===== src/rtl/mips32_pkg.sv =====
// mips32_pkg: definitions shared by the host loader and its run timer.
//   cmd_op_e          host command encodings carried on cmd_op
//   loader_state_e    loader FSM states
//   RUN_TIMEOUT_CODE  response data returned when a run is aborted
package mips32_pkg;

  typedef enum logic [1:0] {
    OP_WR_IMEM = 2'b00,
    OP_WR_DMEM = 2'b01,
    OP_RUN     = 2'b10,
    OP_RD_DMEM = 2'b11
  } cmd_op_e;

  typedef enum logic [2:0] {
    ST_IDLE,
    ST_WRITE,
    ST_START,
    ST_RUN,
    ST_RD_REQ,
    ST_RD_WAIT,
    ST_RESP
  } loader_state_e;

  localparam logic [31:0] RUN_TIMEOUT_CODE = 32'hFFFF_FFFF;

endpackage


===== src/rtl/mips32_run_timer.sv =====
// mips32_run_timer: 32-bit run-cycle counter with abort detection.
//   clk1, rst_n  clock and synchronous active-low reset
//   clear        zero the counter (wins over enable)
//   enable       count one cycle
//   count        cycles counted since the last clear
//   expired      high in the TIMEOUT-th enabled cycle after a clear
module mips32_run_timer #(
  parameter int unsigned TIMEOUT = 4096
) (
  input  logic        clk1,
  input  logic        rst_n,
  input  logic        clear,
  input  logic        enable,
  output logic [31:0] count,
  output logic        expired
);

  logic [31:0] r_count;

  always_ff @(posedge clk1) begin
    if (!rst_n || clear) begin
      r_count <= '0;
    end else if (enable) begin
      r_count <= r_count + 32'd1;
    end
  end

  // r_count holds completed cycles, so the current cycle is r_count+1.
  assign expired = enable && (r_count >= 32'(TIMEOUT - 1));
  assign count   = r_count;

endmodule


===== src/rtl/mips32_host_loader.sv =====
// mips32_host_loader: host command front-end for a MIPS32 core.
// Loads instruction/data memory, starts the core and waits for HLT or
// a timeout, and reads data memory back; one command in flight at a time.
//   clk1, rst_n                      clock, synchronous active-low reset
//   cmd_valid/ready/op/addr/wdata    host command channel
//   rsp_valid/ready/data/err         host response channel
//   imem_we/addr/wdata               instruction memory write port
//   dmem_we/re/addr/wdata, dmem_rdata data memory port (1-cycle read)
//   core_hold, core_start            core control; core_halted status
module mips32_host_loader
  import mips32_pkg::*;
#(
  parameter int unsigned ADDR_W  = 10,
  parameter int unsigned DATA_W  = 32,
  parameter int unsigned TIMEOUT = 4096
) (
  input  logic              clk1,
  input  logic              rst_n,
  input  logic              cmd_valid,
  output logic              cmd_ready,
  input  logic [1:0]        cmd_op,
  input  logic [ADDR_W-1:0] cmd_addr,
  input  logic [DATA_W-1:0] cmd_wdata,
  output logic              rsp_valid,
  input  logic              rsp_ready,
  output logic [DATA_W-1:0] rsp_data,
  output logic              rsp_err,
  output logic              imem_we,
  output logic [ADDR_W-1:0] imem_addr,
  output logic [DATA_W-1:0] imem_wdata,
  output logic              dmem_we,
  output logic              dmem_re,
  output logic [ADDR_W-1:0] dmem_addr,
  output logic [DATA_W-1:0] dmem_wdata,
  input  logic [DATA_W-1:0] dmem_rdata,
  output logic              core_hold,
  output logic              core_start,
  input  logic              core_halted
);

  loader_state_e     r_state;
  logic              r_cmd_ready;
  logic              r_rsp_valid;
  logic [DATA_W-1:0] r_rsp_data;
  logic              r_rsp_err;
  logic              r_imem_we;
  logic [ADDR_W-1:0] r_imem_addr;
  logic [DATA_W-1:0] r_imem_wdata;
  logic              r_dmem_we;
  logic              r_dmem_re;
  logic [ADDR_W-1:0] r_dmem_addr;
  logic [DATA_W-1:0] r_dmem_wdata;
  logic              r_core_hold;
  logic              r_core_start;

  logic [31:0]       w_count;
  logic              w_expired;

  mips32_run_timer #(.TIMEOUT(TIMEOUT)) u_run_timer (
    .clk1    (clk1),
    .rst_n   (rst_n),
    .clear   (r_state == ST_START),
    .enable  (r_state == ST_RUN),
    .count   (w_count),
    .expired (w_expired)
  );

  always_ff @(posedge clk1) begin
    if (!rst_n) begin
      r_state      <= ST_IDLE;
      r_cmd_ready  <= 1'b0;
      r_rsp_valid  <= 1'b0;
      r_rsp_data   <= '0;
      r_rsp_err    <= 1'b0;
      r_imem_we    <= 1'b0;
      r_imem_addr  <= '0;
      r_imem_wdata <= '0;
      r_dmem_we    <= 1'b0;
      r_dmem_re    <= 1'b0;
      r_dmem_addr  <= '0;
      r_dmem_wdata <= '0;
      r_core_hold  <= 1'b1;
      r_core_start <= 1'b0;
    end else begin
      // Strobes are single-cycle: cleared here unless the case below re-arms them.
      r_imem_we    <= 1'b0;
      r_dmem_we    <= 1'b0;
      r_dmem_re    <= 1'b0;
      r_core_start <= 1'b0;
      case (r_state)
        ST_IDLE: begin
          // cmd_ready is registered, so it rises one cycle after reset release.
          r_cmd_ready <= 1'b1;
          if (cmd_valid && r_cmd_ready) begin
            r_cmd_ready <= 1'b0;
            case (cmd_op_e'(cmd_op))
              OP_WR_IMEM: begin
                r_imem_we    <= 1'b1;
                r_imem_addr  <= cmd_addr;
                r_imem_wdata <= cmd_wdata;
                r_state      <= ST_WRITE;
              end
              OP_WR_DMEM: begin
                r_dmem_we    <= 1'b1;
                r_dmem_addr  <= cmd_addr;
                r_dmem_wdata <= cmd_wdata;
                r_state      <= ST_WRITE;
              end
              OP_RUN: begin
                r_core_start <= 1'b1;
                r_core_hold  <= 1'b0;
                r_state      <= ST_START;
              end
              default: begin
                r_dmem_re   <= 1'b1;
                r_dmem_addr <= cmd_addr;
                r_state     <= ST_RD_REQ;
              end
            endcase
          end
        end
        ST_WRITE: begin
          r_rsp_data  <= '0;
          r_rsp_err   <= 1'b0;
          r_rsp_valid <= 1'b1;
          r_state     <= ST_RESP;
        end
        ST_START: r_state <= ST_RUN;
        ST_RUN: begin
          // Halt is tested first so it wins when it coincides with expiry.
          if (core_halted) begin
            r_rsp_data  <= DATA_W'(w_count + 32'd1);
            r_rsp_err   <= 1'b0;
            r_rsp_valid <= 1'b1;
            r_core_hold <= 1'b1;
            r_state     <= ST_RESP;
          end else if (w_expired) begin
            r_rsp_data  <= DATA_W'(RUN_TIMEOUT_CODE);
            r_rsp_err   <= 1'b1;
            r_rsp_valid <= 1'b1;
            r_core_hold <= 1'b1;
            r_state     <= ST_RESP;
          end
        end
        ST_RD_REQ: r_state <= ST_RD_WAIT;
        ST_RD_WAIT: begin
          r_rsp_data  <= dmem_rdata;
          r_rsp_err   <= 1'b0;
          r_rsp_valid <= 1'b1;
          r_state     <= ST_RESP;
        end
        ST_RESP: begin
          if (rsp_ready) begin
            r_rsp_valid <= 1'b0;
            r_cmd_ready <= 1'b1;
            r_state     <= ST_IDLE;
          end
        end
        default: begin
          r_cmd_ready <= 1'b0;
          r_rsp_valid <= 1'b0;
          r_core_hold <= 1'b1;
          r_state     <= ST_IDLE;
        end
      endcase
    end
  end

  assign cmd_ready  = r_cmd_ready;
  assign rsp_valid  = r_rsp_valid;
  assign rsp_data   = r_rsp_data;
  assign rsp_err    = r_rsp_err;
  assign imem_we    = r_imem_we;
  assign imem_addr  = r_imem_addr;
  assign imem_wdata = r_imem_wdata;
  assign dmem_we    = r_dmem_we;
  assign dmem_re    = r_dmem_re;
  assign dmem_addr  = r_dmem_addr;
  assign dmem_wdata = r_dmem_wdata;
  assign core_hold  = r_core_hold;
  assign core_start = r_core_start;

endmodule

===== config.mk =====
export PLATFORM = sky130hd
export DESIGN_NAME = mips32_host_loader
export DESIGN_NICKNAME = d
export VERILOG_FILES = /design/src/rtl/mips32_pkg.sv /design/src/rtl/mips32_run_timer.sv /design/src/rtl/mips32_host_loader.sv
export SDC_FILE = /design/constraint.sdc
export NUM_CORES = 1
export LEC_CHECK = 0
export CORE_ASPECT_RATIO = 2
export CORE_MARGIN = 1
export CORE_UTILIZATION = 52
export DETAILED_ROUTE_END_ITERATION = 8
export GPL_ROUTABILITY_DRIVEN = 1
export PLACE_DENSITY_LB_ADDON = 0.05
export SETUP_SLACK_MARGIN = 0.05
export SYNTH_ARGS = -nofsm -noshare
export SYNTH_HDL_FRONTEND = slang
export SYNTH_HIERARCHICAL = 1
export SYNTH_SLANG_ARGS = --single-unit

===== constraint.sdc =====
create_clock -name clk1 -period 8.2 [get_ports clk1]
set_input_delay 0.82 -clock clk1 [delete_from_list [all_inputs] [get_ports clk1]]
set_output_delay 0.82 -clock clk1 [all_outputs]
set_load 0.005 [all_outputs]

Word level (Yosys, flattened, before mapping)
Index checks and enable logic that the tools add are counted.
- bits of input ports: 81
- output and inout bits: 124
- bits in registers: 159
- word-level logic and storage cells: 83
- reduce and logical (&&, ||, !) cells: 25
- equal/unequal tests: 12
- multiplexer cells: 25
- bitwise gates (word level): 4
- magnitude comparators: 1
- $add $sub $neg: 1
- operators with widths (cell ; number):
    one-hot mux 32 bit (3 select lines) ; 1
    2-to-1 mux 32 bit ; 2
    adder 32 x 1 -> 32 bit, second input constant ; 1
    greater-or-equal comparator 32 x 12 -> 1 bit, second input constant ; 1
    one-hot mux 3 bit (6 select lines) ; 1
    AND reduction 3 bit ; 6
    2-to-1 mux 1 bit ; 12
    2-to-1 mux 3 bit ; 4
    OR reduction 5 bit ; 2
    equality test 3 bit, second input constant ; 3
    equality test 3 x 2 -> 1 bit, second input constant ; 2
    one-hot mux 1 bit (3 select lines) ; 2
    one-hot mux 3 bit (2 select lines) ; 1
    AND reduction 2 bit ; 3
    OR reduction 2 bit ; 3
    OR reduction 3 bit ; 2
    inequality test 2 bit, second input constant ; 2
    NOT 1 bit ; 4
    one-hot mux 1 bit (4 select lines) ; 1
    AND reduction 4 bit ; 1
    equality test 3 x 1 -> 1 bit, second input constant ; 1
    zero test 3 bit ; 1
    inequality test 3 bit, second input constant ; 1
    nonzero test 3 bit ; 1
    9 further kinds ; 10

Logic depth before layout (Yosys ltp)
Gate-level depths: netlist of the first run.
- depth in word-level cells: 5
- mapped depth: 15

Hierarchy
The synthesis of the first run kept the hierarchy.
- modules (own cells, without submodules) (module ; cells each ; area an instance (sq um) ; sequential area each (sq um) ; instances):
    mips32_host_loader ; 720 ; 5853.1 ; 2542.4 ; 1
    mips32_run_timer ; 189 ; 1569.0 ; 640.6 ; 1

Least setup slack after synthesis of the first run
Ideal clock, no wire load.
- kind: register to register
- start: register r_state[2]
- end: register r_rsp_data[22] (netlist: rsp_data[22])
- slack: 4.772 ns
- arrival time: 3.307 ns
- library setup time: 0.121 ns
- cell stages (with the launch flop): 16
- period minus slack after synthesis: 3.428 ns
- data required time: 8.079 ns
- path buffers: 5
- cells stage by stage: dfxtp_1 clkbuf_1 or2_2 clkbuf_1 inv_1 clkbuf_1 buf_4 nand4_2 nor4_1 a21o_1 nor2_1 o21bai_1 clkbuf_1 nand3_1 o211ai_1 a21oi_2
- word-level cells in the longest chain between the ends: 4
- elaborated cells on any way between the ends: 8
- ends and longest elaborated chain (item ; RTL line ; text):
    from (decl) ; mips32_host_loader.sv:41 ; loader_state_e r_state;
    from (signal assigned) ; mips32_host_loader.sv:70 ; r_state <= ST_IDLE;
    from (signal assigned) ; mips32_host_loader.sv:101 ; r_state <= ST_WRITE;
    from (signal assigned) ; mips32_host_loader.sv:107 ; r_state <= ST_WRITE;
    equality test 3 x 2 -> 1 bit ; mips32_host_loader.sv:63 ; .enable (r_state == ST_RUN),
    logical AND 1 bit ; mips32_run_timer.sv:29 ; assign expired = enable && (r_count >= 32'(TIMEOUT - 1));
    named net w_expired ; mips32_host_loader.sv:57 ; logic w_expired;
    inequality test 3 bit (no line) ; - ;
    AND reduction 2 bit (no line) ; - ;
    to (signal assigned) ; mips32_host_loader.sv:132 ; r_rsp_data <= DATA_W'(w_count + 32'd1);
    to (signal assigned) ; mips32_host_loader.sv:138 ; r_rsp_data <= DATA_W'(RUN_TIMEOUT_CODE);
    to (signal assigned) ; mips32_host_loader.sv:147 ; r_rsp_data <= dmem_rdata;
    to (decl) ; mips32_host_loader.sv:44 ; logic [DATA_W-1:0] r_rsp_data;
The timed path passes the listed nets, and every way through them passes these cells.
A chain may end at the register's enable or synchronous reset.

Worst setup path in the final report of the first run
- start: register r_state[1]
- end: register r_rsp_data[16] (netlist: rsp_data[16])
Same word-level chain as after synthesis.

==> impl_metrics.csv, run 1 <==
group,metric,value,unit
min_path,hp-class,"register to register",
sta,tightest_slew,1.169,ns
die,rows,61,
worst_setup_path,reg2reg_slack,3.54,ns
global_routing,grt_pass1_wl,34970,um
global_routing,grtUsageTotal,30.08,%
die,initial_core_util,53.43,%
global_routing,antenna_found_initial,1,
sta,slew_violations,0,
worst_setup_path,ff2ff_path_depth,11,
pwr,power,2091,uW
routing,firstDrtPassIters,5,
finish,n_fill_cell,1159,
worst_setup_path,crit_fanout,55,
worst_setup_path,endpoint_kind,"register",
synthesis,synth_area_per_cell,8.165,um2
worst_setup_path,critPathRequiredTime,8.54,ns
cts,clk-insertion-delay-late,0.42,ns
pwr,power_density,207.8,nW/um2
placed_design,hpwl,15400,um
placed_design,port_buffers,204,
synthesis,yosys.area.top_type,"dfxtp_1",
routing,drt_first_iter_violations,289,
sta,relSlewSlack,21.83,%
synthesis,yosysMostFrequentCell,"nand2_1",
cts,cts-htree-levels,4,
die,ios,205,
finish,final_cell_area,10060,um2
sta,finalSetupViolations,0,
cts,cts_resized,0,
synthesis,synth-xor-area-share,3.540,%
min_path,min_path_cells,2,
sta,finalCritPeriodShare,56.80,%
cts,path_clk_slew,0.07,ns
cts,cts-root-buf,"clkbuf_16",
cts,cts_sinks,159,
synthesis,yosysWarningCount,6,
sta,fin_setup_tns,0,ns
min_path,hold_end,"dmem_wdata[27]",
worst_setup_path,r2r_start,"r_state[1]",
die,dieWidth,86.48,um
routing,ant_nets,0,
sta,hold_viol_final,0,
synthesis,synth_top_family_by_area,"simple AND/OR/NAND/NOR gates",
cts,clk_path_buf_depth,2,
synthesis,synth_seq_cells,159,
global_routing,overflow,0,
cts,cts_setup_buffers,0,
routing,drc,0,
sta,fmax,214.7,MHz
placed_design,place_congestion,0.8290,
sta,min_period,4.658,ns
worst_setup_path,cp_data_arrival_time,5.00,ns
die,core_region_area,13890,um2
global_routing,grt_pass1_vias,6998,
synthesis,syn_nets,992,
synthesis,synth_edf_count,0,
synthesis,synthMuxAreaShare,1.618,%
synthesis,synthCells,909,
cts,holdBufCountCts,0,
sta,setup_ws,3.542,ns
pwr,leakage,0.003388,uW
worst_setup_path,r2r_end,"rsp_data[16]",
routing,wirelength,21850,um
synthesis,ys_top_cells_by_count,"nand2_1, dfxtp_1, a21oi_1",
run_status,status,"finished clean",
synthesis,synth_fa_ha_area_share,0.3372,%
die,dieArea,14780,um2
cts,cts_made_buffers,17,
worst_setup_path,path_class,"register to register",
routing,num_vias,7252,
global_routing,grt_max_degree,130,
synthesis,ys_top_cells_by_area,"dfxtp_1, nand2_1, a21boi_0",
sta,fin_skew,0.01696,ns
flow_run,timing.max_cap.violations,0,
synthesis,ys_seq_area_share,42.89,%
placed_design,dpl-instance-area,9462,um2
routing,vias_per_cell,5.670,
finish,syn2layout_area_growth,35.54,%
synthesis,synthDistinctLibCells,62,
placed_design,place_ws,3.610,ns
sta,rsz0062_at_grt,"false",
synthesis,synthSimpleGateAreaFrac,25.86,%
synthesis,synth_ff_type,"dfxtp_1",
synthesis,ys_async_sr_fraction,0,%
synthesis,synth_compound_area_share,21.02,%
die,fp.dieH,171.0,um
finish,layout-drive-gt1-share,6.066,%
synthesis,netlist.area_leader.share,42.89,%
finish,fin_nets,1158,
cts,cts_tree,"built",
pwr,peakVddDrop,0.1615,mV
routing,detail_route.wl_per_cell,17.09,um
worst_setup_path,cp-start-kind,"register",
synthesis,mappedNetlistArea,7422,um2
min_path,min-delay-start,"dmem_wdata[27]",
==> cells by family (layout without fill, tap and decap cells) <==
family,count (synthesis),count (layout)
mux,12,12
compound gates,246,246
buf+inv,77,256
xor+xnor,30,30
flops,159,159
fa+ha+maj,2,2
other cells,0,2
simple gates,383,383
==> layout make-up <==
type / count / area, um2 / area share [%]
sequential: 159 / 3183 / 31.64
antenna: 2 / 5.005 / 0.04975
timing repair buffer: 210 / 2082 / 20.70
clock buffer: 19 / 442.9 / 4.403
clock inverter: 13 / 150.1 / 1.493
inverter: 14 / 52.55 / 0.5224
tap: 189 / 236.5 / 2.351
multi-input combinational: 673 / 3908 / 38.84
==> per-layer routing <==
metal / part of all wire, % / GRT usage, % / wire length, um / up-vias
met1: 38 / 32.34 / 8290 / 3387
met5: 0 / 0 / 0 / -
met4: 4.2 / 17.46 / 911 / 0
met3: 4.8 / 5.017 / 1055 / 61
li1: - / - / - / 3534
met2: 53 / 54.31 / 11600 / 270
==> cells in the final DEF (no fill, tap or decap), types with 14 or more instances in the layout <==
master           count
inv_1               14
nor2b_1             14
nor2_1              27
a21oi_1             72
nand3_1             29
clkbuf_16           17
nor4_1              16
clkdlybuf4s50_1    203
nand2_1            203
a21boi_0            64
o21ai_0             45
dfxtp_1            159
xnor2_1             20
==> flip-flops by register name (all words and copies together) (netlist names) <==
name,cells
rsp_err,1
cmd_ready,1
dmem_re,1
rsp_valid,1
u_run_timer/count,32
dmem_we,1
imem_addr,10
imem_we,1
rsp_data,32
dmem_addr,10
core_hold,1
r_state,3
imem_wdata,32
core_start,1
dmem_wdata,32
==> worst max-delay path, stage by stage (launching register included) <==
cell and delay [ns]:
dfxtp_1 0.62, nand2_1 0.14, or2_2 0.44, inv_1 0.61, nand4_2 0.30, nor4_1 0.71, a21o_1 0.20, nor2_1 0.09
o21bai_4 0.94, o21ai_0 0.24, nor2_1 0.16, o2bb2ai_1 0.12
==> worst max-delay path by stage <==
stage | startpoint | end | cells after the start
floorplan | r_state[2] | rsp_data[22] | 15
global placement | r_state[1] | rsp_data[16] | 11
detailed placement | r_state[1] | rsp_data[16] | 11
CTS | r_state[1] | rsp_data[16] | 11
global route | r_state[1] | rsp_data[16] | 11
finish | r_state[1] | rsp_data[16] | 11
==> power by group <==
part	internal, uW	switching, uW	total (uW)
clock	464	339	803
combinational	211	185	396
sequential	841	50.4	891
total	1520	574	2090
==> per-stage QoR <==
| step | util [%] | hold WS, ns | instances |
|---|---|---|---|
| finish | 72.42 | 0.4545 | 1279 |
| detailed placement | 68.11 | 0.4496 | 1245 |
| CTS | 72.38 | 0.4586 | 1277 |
| floorplan | - | 0.4514 | 909 |
| global placement | 68.11 | 0.4401 | 1245 |
| global route | 72.40 | 0.4808 | 1278 |
Note: power is estimated with default switching activity, not from simulation.
==> inputs of run 2 (changes only) <==
--- a/config.mk
+++ b/config.mk
@@ -7,7 +7,7 @@
 export LEC_CHECK = 0
 export CORE_ASPECT_RATIO = 2
 export CORE_MARGIN = 1
-export CORE_UTILIZATION = 52
+export CORE_UTILIZATION = 48
 export DETAILED_ROUTE_END_ITERATION = 8
 export GPL_ROUTABILITY_DRIVEN = 1
 export PLACE_DENSITY_LB_ADDON = 0.05
==> constraint.sdc (replaced) <==
create_clock -name clk1 -period 4.7 [get_ports clk1]
set_input_delay 0.47 -clock clk1 [delete_from_list [all_inputs] [get_ports clk1]]
set_output_delay 0.47 -clock clk1 [all_outputs]
set_load 0.005 [all_outputs]
==> impl_metrics.csv, run 2 (synthesis results as in run 1) <==
group,metric,value,unit
routing,drt_first_iter_violations,268,
pwr,leakage,0.003419,uW
cts,clk_path_buf_depth,2,
worst_setup_path,cpLargestDelayFamily,"simple AND/OR/NAND/NOR gates",
global_routing,grtUsageTotal,27.86,%
run_status,status,"finished clean",
placed_design,port_buffers,204,
global_routing,grt_use_met3,4.456,%
cts,cts-htree-levels,4,
routing,vias_per_cell,5.587,
cts,clk-insertion-delay-late,0.42,ns
pwr,power_density,370.1,nW/um2
pwr,intPower,2792,uW
worst_setup_path,cp_slowest_cell,"nor4_1",
sta,fin_setup_tns,0,ns
routing,ant_nets,0,
worst_setup_path,startpoint,"r_state[1]",
worst_setup_path,critPathRequiredTime,5.04,ns
worst_setup_path,endpoint_kind,"register",
finish,stdcell_count,1288,
global_routing,grtUsageMet2,53.08,%
die,rows,64,
min_path,hp-class,"register to register",
worst_setup_path,reg2reg_slack,1.01,ns
min_path,hold_end,"dmem_wdata[27]",
worst_setup_path,cp.buffers_inverters,2,
worst_setup_path,r2r_end,"rsp_data[7]",
worst_setup_path,path_class,"register to register",
sta,fin_skew,0.007658,ns
cts,cts_made_buffers,17,
global_routing,busiest_layer,"met2",
sta,tightest_slew,0.7759,ns
worst_setup_path,cp_data_arrival_time,4.03,ns
min_path,min-delay-start,"dmem_wdata[27]",
placed_design,place_congestion,0.9747,
sta,rsz0062_at_grt,"false",
routing,firstDrtPassIters,5,
cts,cts_sinks,159,
die,initial_core_util,48.78,%
sta,hold_viol_final,0,
worst_setup_path,cp-start-kind,"register",
pwr,p_sw,962.4,uW
global_routing,grt_max_degree,70,
min_path,min_path_cells,2,
worst_setup_path,crit_path_cell_trace,"nand2_1 > or2_2 > inv_1 > nand4_2 > nor4_1 > a21o_1 > nor2_1 > o21bai_4 > buf_12 > o21ai_0 > a211oi_1",
pwr,p_comb_share,18.7,%
sta,relSlewSlack,48.13,%
die,dieArea,15990,um2
routing,drc,0,
die,ios,205,
placed_design,dpl.cell_count,1257,
worst_setup_path,critPathMaxStageDelay,0.70,ns
cts,cts-root-buf,"clkbuf_16",
finish,n_fill_cell,1322,
routing,detail_route.wl_per_cell,17.34,um
sta,fmax,270.8,MHz
sta,setup_ws,1.007,ns
global_routing,grt_pass1_wl,34980,um
cts,cts_setup_buffers,0,
routing,wirelength,22330,um
sta,finalCritPeriodShare,78.57,%
die,dieWidth,89.93,um
cts,path_clk_slew,0.06,ns
flow_run,timing.max_cap.violations,0,
finish,layout-drive-gt1-share,6.244,%
cts,cts_tree,"built",
placed_design,place_ws,1.056,ns
finish,syn2layout_area_growth,36.68,%
worst_setup_path,ff2ff_path_depth,11,
pwr,power_frac_clock,39.8,%
global_routing,antenna_found_initial,1,
cts,holdBufCountCts,0,
die,fp.dieH,177.9,um
finish,fin_nets,1161,
pwr,peakVddDrop,0.2774,mV
sta,min_period,3.693,ns
worst_setup_path,r2r_start,"r_state[1]",
worst_setup_path,crit_fanout,31,
cts,cts_resized,0,
die,core_region_area,15210,um2
pwr,sw_frac_of_total,25.63,%
finish,layout_common_cells,"nand2_1, clkdlybuf4s50_1, dfxtp_1, a21oi_1, a21boi_0",
sta,finalSetupViolations,0,
routing,num_vias,7196,
sta,slew_violations,0,
global_routing,met1_usage,29.95,%
global_routing,overflow,0,
pwr,seqPwrFrac,41.5,%
placed_design,hpwl,15720,um
global_routing,grt_pass1_vias,6651,
[run 2: cell count changes in the layout (fill, tap and decap cells not counted)]
cell / delta
clkinvlp_4: +2
diode_2: -1
clkbuf_1: -1
inv_8: -1
buf_4: +3
clkinv_4: -1
inv_6: -6
bufinv_16: +3
clkinv_2: +2
buf_12: +1
buf_2: -1
[run 2: worst reg2reg max path, cell delays in order (launching register included)]
cell and delay (ns):
dfxtp_1 0.62, nand2_1 0.12, or2_2 0.44, inv_1 0.14, nand4_2 0.17, nor4_1 0.70
a21o_1 0.20, nor2_1 0.10, o21bai_4 0.53, buf_12 0.26, o21ai_0 0.11, a211oi_1 0.22
[run 2: how the worst max path moves through the flow]
stage | endpoint | slack [ns] | depth (start not counted)
after floorplan | rsp_data[22] | 1.27 | 15
after global placement | rsp_data[7] | 1.18 | 11
after detailed placement | rsp_data[7] | 1.06 | 11
after CTS | rsp_data[7] | 1.05 | 11
after global routing | rsp_data[7] | 0.65 | 11
final | rsp_data[7] | 1.01 | 11
[run 2: power groups by stage]
stage	Sequential [uW]	Combinational [uW]	Clock (uW)
after floorplan	1560	314	0
after CTS	1560	708	1510
after detailed placement	1580	704	0
after global placement	1590	693	0
final	1560	703	1490
after global routing	1570	764	1580
[run 2: through the flow]
step           area, um2  power, uW  hold slack [ns]  utilization (%)
2_1_floorplan       7422       1878           0.4514                -
3_3_place_gp        9510       2279           0.4404            62.51
3_5_place_dp        9510       2288           0.4449            62.51
4_1_cts            10140       3775           0.4532            66.66
5_1_grt            10140       3913           0.4728            66.68
6_report           10140       3755           0.4496            66.68
[run 2: area by class of cell]
| class | instances | area (um2) | area share [%] |
|---|---|---|---|
| clock buffers | 18 | 439.2 | 4.329 |
| inverters | 14 | 52.55 | 0.5180 |
| flip-flops and latches | 159 | 3183 | 31.38 |
| multi-input cells | 673 | 3908 | 38.52 |
| clock inverters | 12 | 192.7 | 1.899 |
| diodes | 1 | 2.502 | 0.02467 |
| repair buffers | 213 | 2120 | 20.89 |
| well taps | 198 | 247.7 | 2.442 |
[run 2: routing by layer]
metal  up-vias  routed length (um)
li1       3530                   -
met1      3370                8568
met2       255               12060
met3        41                1003
met4         0                 695
met5         -                   0
